`src/rtl/reg_file_mp.sv`:
```
// rtl/reg_file_mp.sv - parametrised multi-port register file with bypass and busy scoreboard
module reg_file_mp #(
  parameter int DATA_W   = 16,
  parameter int ADDR_W   = 4,
  parameter int NR       = 2,
  parameter int NW       = 1,
  parameter int ZERO_REG = 0
) (
  input  logic                 clk,
  input  logic                 rst,
  input  logic [NR*ADDR_W-1:0] rd_addr,
  output logic [NR*DATA_W-1:0] rd_data,
  output logic [NR-1:0]        rd_rdy,
  input  logic [NW-1:0]        wr_en,
  input  logic [NW*ADDR_W-1:0] wr_addr,
  input  logic [NW*DATA_W-1:0] wr_data,
  input  logic                 rsv_en,
  input  logic [ADDR_W-1:0]    rsv_addr,
  output logic [2**ADDR_W-1:0] busy,
  output logic                 busy_any
);

  localparam int DEPTH = 2 ** ADDR_W;
  localparam bit HAS_ZERO = (ZERO_REG != 0);

  logic [DATA_W-1:0] mem [DEPTH];
  logic [DEPTH-1:0]  busy_nxt;

  // Storage update; ports are visited in ascending order so the highest-index port wins
  always_ff @(posedge clk) begin
    if (rst) begin
      for (int i = 0; i < DEPTH; i++) begin
        mem[i] <= '0;
      end
    end else begin
      for (int w = 0; w < NW; w++) begin
        if (wr_en[w] && !(HAS_ZERO && (wr_addr[w*ADDR_W +: ADDR_W] == '0))) begin
          mem[wr_addr[w*ADDR_W +: ADDR_W]] <= wr_data[w*DATA_W +: DATA_W];
        end
      end
    end
  end

  // Scoreboard next state: writes clear, then a reserve re-sets so a new producer stays pending
  always_comb begin
    busy_nxt = busy;
    for (int w = 0; w < NW; w++) begin
      if (wr_en[w]) begin
        busy_nxt[wr_addr[w*ADDR_W +: ADDR_W]] = 1'b0;
      end
    end
    if (rsv_en) begin
      busy_nxt[rsv_addr] = 1'b1;
    end
    if (HAS_ZERO) begin
      busy_nxt[0] = 1'b0;
    end
  end

  // Scoreboard register
  always_ff @(posedge clk) begin
    if (rst) begin
      busy <= '0;
    end else begin
      busy <= busy_nxt;
    end
  end

  assign busy_any = |busy;

  for (genvar r = 0; r < NR; r++) begin : g_rd
    logic [ADDR_W-1:0] addr;
    assign addr = rd_addr[r*ADDR_W +: ADDR_W];

    // Read mux: stored value, overridden by the highest-index matching write, overridden by r0
    always_comb begin
      rd_data[r*DATA_W +: DATA_W] = mem[addr];
      rd_rdy[r] = ~busy[addr];
      for (int w = 0; w < NW; w++) begin
        if (wr_en[w] && (wr_addr[w*ADDR_W +: ADDR_W] == addr)) begin
          rd_data[r*DATA_W +: DATA_W] = wr_data[w*DATA_W +: DATA_W];
          rd_rdy[r] = 1'b1;
        end
      end
      if (HAS_ZERO && (addr == '0)) begin
        rd_data[r*DATA_W +: DATA_W] = '0;
        rd_rdy[r] = 1'b1;
      end
    end
  end

endmodule

```
`config.mk`:
```
export PLATFORM = sky130hd
export DESIGN_NAME = reg_file_mp
export DESIGN_NICKNAME = d
export VERILOG_FILES = /design/src/rtl/reg_file_mp.sv
export SDC_FILE = /design/constraint.sdc
export NUM_CORES = 1
export LEC_CHECK = 0
export CAP_MARGIN = 20
export CORE_AREA = 5 5 208 159
export CTS_CLUSTER_SIZE = 10
export DETAILED_ROUTE_END_ITERATION = 8
export DIE_AREA = 0 0 213 164
export PLACE_DENSITY = 0.67
export SYNTH_ARGS = -nofsm -noshare
export SYNTH_HDL_FRONTEND = slang
export SYNTH_SLANG_ARGS = --single-unit
```
`constraint.sdc`:
```
create_clock -name clk -period 3.5 [get_ports clk]
set_clock_uncertainty 0.05 [all_clocks]
set_input_delay 0.35 -clock clk [delete_from_list [all_inputs] [get_ports clk]]
set_output_delay 0.35 -clock clk [all_outputs]
set_load 0.05 [all_outputs]
```
=== Yosys cells after proc, flatten, opt, wreduce, memory -nomap -nowiden ===
Memory sizes are Yosys's and may differ from the RTL's.
Cells that the tools add are included.

* Add/sub/neg operators: 0
* Multiply operators: 0
* Divide/modulo/power cells: 0
* $lt $le $gt $ge: 6
* Equality and inequality tests: 2
* Shift operators: 0
* Muxes and demuxes: 22
* Bitwise logic cells: 5
* Reductions and logical operators: 6

{| class="wikitable"
|+ Operator list
! operator !! number
|-
| 16-bit two-way mux || 5
|-
| 16-bit OR reduction || 2
|-
| 4-bit by 5-bit < comparator with 1-bit output, second input constant || 4
|-
| 16-bit bitwise AND || 1
|-
| 16-bit inverter || 1
|-
| 16-bit OR || 1
|-
| 1-bit two-way mux || 12
|-
| 1-bit binary-select mux with 4-bit select || 2
|-
| 1-bit demux with 4-bit select || 2
|-
| 4-bit equality test || 2
|-
| 4-bit by 1-bit >= comparator with 1-bit output, second input constant || 2
|-
| 1-bit logical AND || 4
|-
| 4-bit two-way mux || 1
|-
| 1-bit inverter || 2
|}

* Register bits: 16
* Latch bits: 0
* Bits in writable memories: 256
* ROM bits: 0
* Input bits: 36
* Output and inout bits: 51
* Word-level logic and storage cells: 43
* Memories kept: 1

{| class="wikitable"
|+ Memories
! name !! depth !! bits a word !! rd ports !! clocked after memory_dff !! write ports !! RTL line !! source
|-
| mem || 16 || 16 || 2 || 0 || 16 || 26 || <nowiki>logic [DATA_W-1:0] mem [DEPTH];</nowiki>
|}

=== Depth between registers and ports, before layout ===
* Depth after elaboration: 9
* Mapped depth: 7
* Depth with buffers taken out: 4

=== Worst setup path after synthesis ===
Ideal clock, no wire load.

* Path type: input-to-output
* Start: input rd_addr[3]
* End: output rd_rdy[0]
* Data arrival time: 1.892 ns
* Required time: 3.100 ns
* Path slack: 1.208 ns
* Stages on the path: 6
* Path buffers: 3
* Path through: clkbuf_1 > buf_2 > buf_2 > mux4_2 > a211oi_1 > a211o_1

* Word-level cells in the longest chain between the ends: 4
* Elaborated cells on any way between the ends: 6
* Classes of those cells: eq/ne: 1; mux: 3; bitwise: 1; reduce/logical: 1

{| class="wikitable"
|+ RTL lines
! what !! RTL line !! source
|-
| start, declared || 11 || <nowiki>input logic [NR*ADDR_W-1:0] rd_addr,</nowiki>
|-
| 1-bit binary-select mux with 4-bit select || 78 || <nowiki>rd_rdy[r] = ~busy[addr];</nowiki>
|-
| 1-bit two-way mux (not written as such) || 78 ||
|-
| 1-bit inverter || 78 ||
|-
| 1-bit two-way mux * || 80 || <nowiki>if (wr_en[w] && (wr_addr[w*ADDR_W +: ADDR_W] == addr)) begin</nowiki>
|-
| end, declared || 13 || <nowiki>output logic [NR-1:0] rd_rdy,</nowiki>
|}

Every way passes the cells marked *; elsewhere a longest branch is shown, timed or not. The select of a mux whose other input is x is not followed.

=== Final worst setup path ===
* Start: input wr_addr[3]
* End: output rd_data[6]

* Word-level cells in the longest chain between the ends: 3

{| class="wikitable"
|+ RTL lines
! what !! RTL line !! source
|-
| start, declared || 15 || <nowiki>input logic [NW*ADDR_W-1:0] wr_addr,</nowiki>
|-
| 4-bit equality test || 80 ||
|-
| 1-bit logical AND || 80 ||
|-
| 16-bit two-way mux || 80 ||
|-
| end, declared || 12 || <nowiki>output logic [NR*DATA_W-1:0] rd_data,</nowiki>
|}

Every way passes these cells.

==> flow_summary.yaml <==
timing:
  finalCritPeriodShare: 0.8603
  setup_slack_ns: 0.4888
  drv_slew: 0
  fmax_ghz: 0.3321
  fin_setup_tns_ns: 0
  hold_viol: 0
  slew_headroom: 0.4574
  setup_viol: 0
  rsz0062_at_grt: "false"
  worstMarginPinSlew_ns: 0.8109
  min_period_ns: 3.011
worst_setup_path:
  arrival_ns: 2.61
  cp_max_fo: 10
  required_ns: 3.10
  startpoint_type: "input port"
  path_class: "input port to primary output"
  crit_path_end_kind: "primary output"
logic_synthesis:
  synthCells: 1005
  synthesis.area_mm2: 0.01517
  yosysUniqueCellTypes: 37
  synth.area.top_cells: "edfxtp_1 51%, mux4_2 20%, and2_1 11%"
  synth_fp_nets: 1041
  yosysSeqAreaShare: 0.5278
  yosysTopAreaCellShare: 0.5067
  synth_seq_cells: 272
  syn_avg_cell_area_um2: 15.10
  ys.warnings.count: 0
  synth_top_area_cell: "edfxtp_1"
cts:
  cts_tree: "done"
  postCtsSetupBuffers: 0
  cts_hold_buf: 0
  htreeDepth: 1
  worstSkewPairLatency_ns: 0.55
  cts_buffers: 31
  ctsResizeCount: 0
  cts_root_buffer: "clkbuf_16"
  clk_path_buf_depth: 3
  path_clk_slew_ns: 0.05
  cts_sinks: 272
route:
  vias: 9569
  detail_route.iter0.violations: 1121
  postRouteAntennaNets: 0
  routed_wl_um: 44490
  vias_per_cell: 6.198
  routedWlPerCell_um: 28.82
  dr.pass1.iters: 5
  drc: 0
pwr:
  power_mw: 8.220
  p_per_area_mw_per_mm2: 467.4
  p_leak_nw: 6.393
  worst_ir_drop_vdd_v: 0.0004122
final_layout:
  fillers: 2445
  syn_to_final_growth_pct: 15.90
  drive_gt1_frac: 0.2843
  layout.nets: 1148
  fin_area_mm2: 0.01758
placement:
  post-place-ws_ns: 0.4984
  postPlaceCellArea_mm2: 0.01669
  dp_hpwl_um: 30370
  gp_congestion: 0.9144
  io_buffers: 86
grt:
  grt_max_degree: 50
  grt_pass1_vias: 9903
  antenna_found_initial: 5
  grt_use_total: 0.2590
  overflow: 0
  grt_first_pass_wirelength_um: 65770
floorplan:
  core_area_mm2: 0.03090
  die_w_um: 213
  initial_utilization: 0.4910
  io_pins: 87
  die_area_mm2: 0.03493
  die_y_um: 164
  num_rows: 56
status:
  status: "complete, no violations"
job:
  cap_violations: 0
worst_hold_path:
  hp-class: "input port to register"
cell type report:
cell class	count	area (um^2)	share of cell area
Sequential cell	272	8008	0.4554
Multi-Input combinational cell	630	6674	0.3795
Timing Repair Buffer	158	1434	0.08154
Clock buffer	56	879.6	0.05002
Tap cell	406	508.0	0.02889
Inverter	19	71.32	0.004056
Clock inverter	1	5.005	0.0002846
Antenna cell	2	5.005	0.0002846
per-stage QoR:
stage                 util  hold slack [ns]  instances
finish              0.5691           0.4464       1544
global route        0.5691           0.5090       1544
CTS                 0.5689           0.4305       1542
detailed placement  0.5403           0.4797       1485
global placement    0.5403           0.4657       1485
floorplan                -           0.4194       1005
placed cells by master (no fill, tap or decap), drive strengths merged, types with 3 or more instances in the layout:
cell | synthesis | final
nand2 | 17 | 17
mux2 | 32 | 32
o21ai | 12 | 12
and2 | 256 | 256
a21o | 12 | 12
inv | 19 | 19
nor2b | 3 | 3
buf | 41 | 112
clkdlybuf4s50 | 0 | 46
nand3 | 4 | 4
mux2i | 98 | 98
edfxtp | 256 | 256
nor3 | 8 | 8
mux4 | 136 | 136
clkbuf | 43 | 56
dfxtp | 16 | 16
nor3b | 3 | 3
xnor2 | 6 | 6
a31o | 4 | 4
nor4 | 4 | 4
nor2 | 17 | 17
o22ai | 3 | 3
flip-flops by register name, summed over array words and instances (netlist names):
name  cells
mem     256
busy     16
path summary, 6_finish.rpt:
kind | startpoint | to | slack [ns] | depth (start not counted)
setup / recovery | wr_addr[3] | rd_data[6] | 0.49 | 7
setup reg to reg | busy[14] | busy[14] | 2.71 | 2
hold reg to reg | busy[5] | busy[5] | 0.49 | 2
hold / removal | rsv_en | busy[15] | 0.45 | 3
cells in the mapped netlist:
| cell | count |
|---|---|
| buf_1 | 9 |
| o32ai_1 | 1 |
| buf_4 | 1 |
| buf_6 | 3 |
| o21ai_0 | 12 |
| edfxtp_1 | 256 |
| nand4_1 | 1 |
| buf_12 | 4 |
| xor2_1 | 2 |
| nand2b_1 | 2 |
| mux4_2 | 136 |
| nor2b_1 | 3 |
| nor3b_1 | 3 |
| and2b_1 | 2 |
| o22ai_1 | 3 |
| nor3_1 | 6 |
| nand2_1 | 17 |
| and3_1 | 1 |
| nor4_1 | 4 |
| inv_1 | 19 |
| a31o_2 | 4 |
| and3b_1 | 1 |
| nor2_1 | 17 |
| nand3b_1 | 1 |
| a211o_1 | 2 |
| nand3_1 | 4 |
| a211oi_1 | 2 |
| mux2_2 | 32 |
| a21o_1 | 12 |
| mux2i_1 | 98 |
| and2_1 | 256 |
| xnor2_1 | 6 |
| buf_2 | 24 |
| clkbuf_2 | 2 |
| nor3_4 | 2 |
| clkbuf_1 | 41 |
| dfxtp_1 | 16 |
metal layers:
metal  global-route usage  wire length [um]  part of all wire  vias up
met4              0.06368              1195             0.027        0
li1                     -                 -                 -     4055
met5                    0                 0                 0        -
met1               0.3838             18320              0.41     4919
met3              0.06320              4781              0.11       81
met2               0.3907             20200              0.45      514
critical path, stage by stage:
cell and delay, ns:
clkdlybuf4s50_1 0.77, xnor2_1 0.20, nand3_1 0.15, nor3_4 0.29, buf_4 0.26, mux2_2 0.38, buf_4 0.19
power by group:
group | switching, mW | total (mW) | internal (mW) | leakage (nW)
logic | 0.852 | 1.45 | 0.602 | 3.39
registers | 0.0943 | 3.84 | 3.75 | 2.58
clock network | 1.25 | 2.92 | 1.67 | 0.421
total | 2.20 | 8.22 | 6.02 | 6.39
cells by family (layout without fill, tap and decap cells):
family | count (synthesis) | after routing | share of synthesized area
buffers and inverters | 103 | 234 | 0.03365
AND/OR/NAND/NOR | 320 | 320 | 0.1275
AO/OA/AOI/OAI | 36 | 36 | 0.01616
multiplexers | 266 | 266 | 0.2903
other | 0 | 2 | 0
flip-flops | 272 | 272 | 0.5278
XOR/XNOR | 8 | 8 | 0.004618
Power figures use the tool's default switching activity.
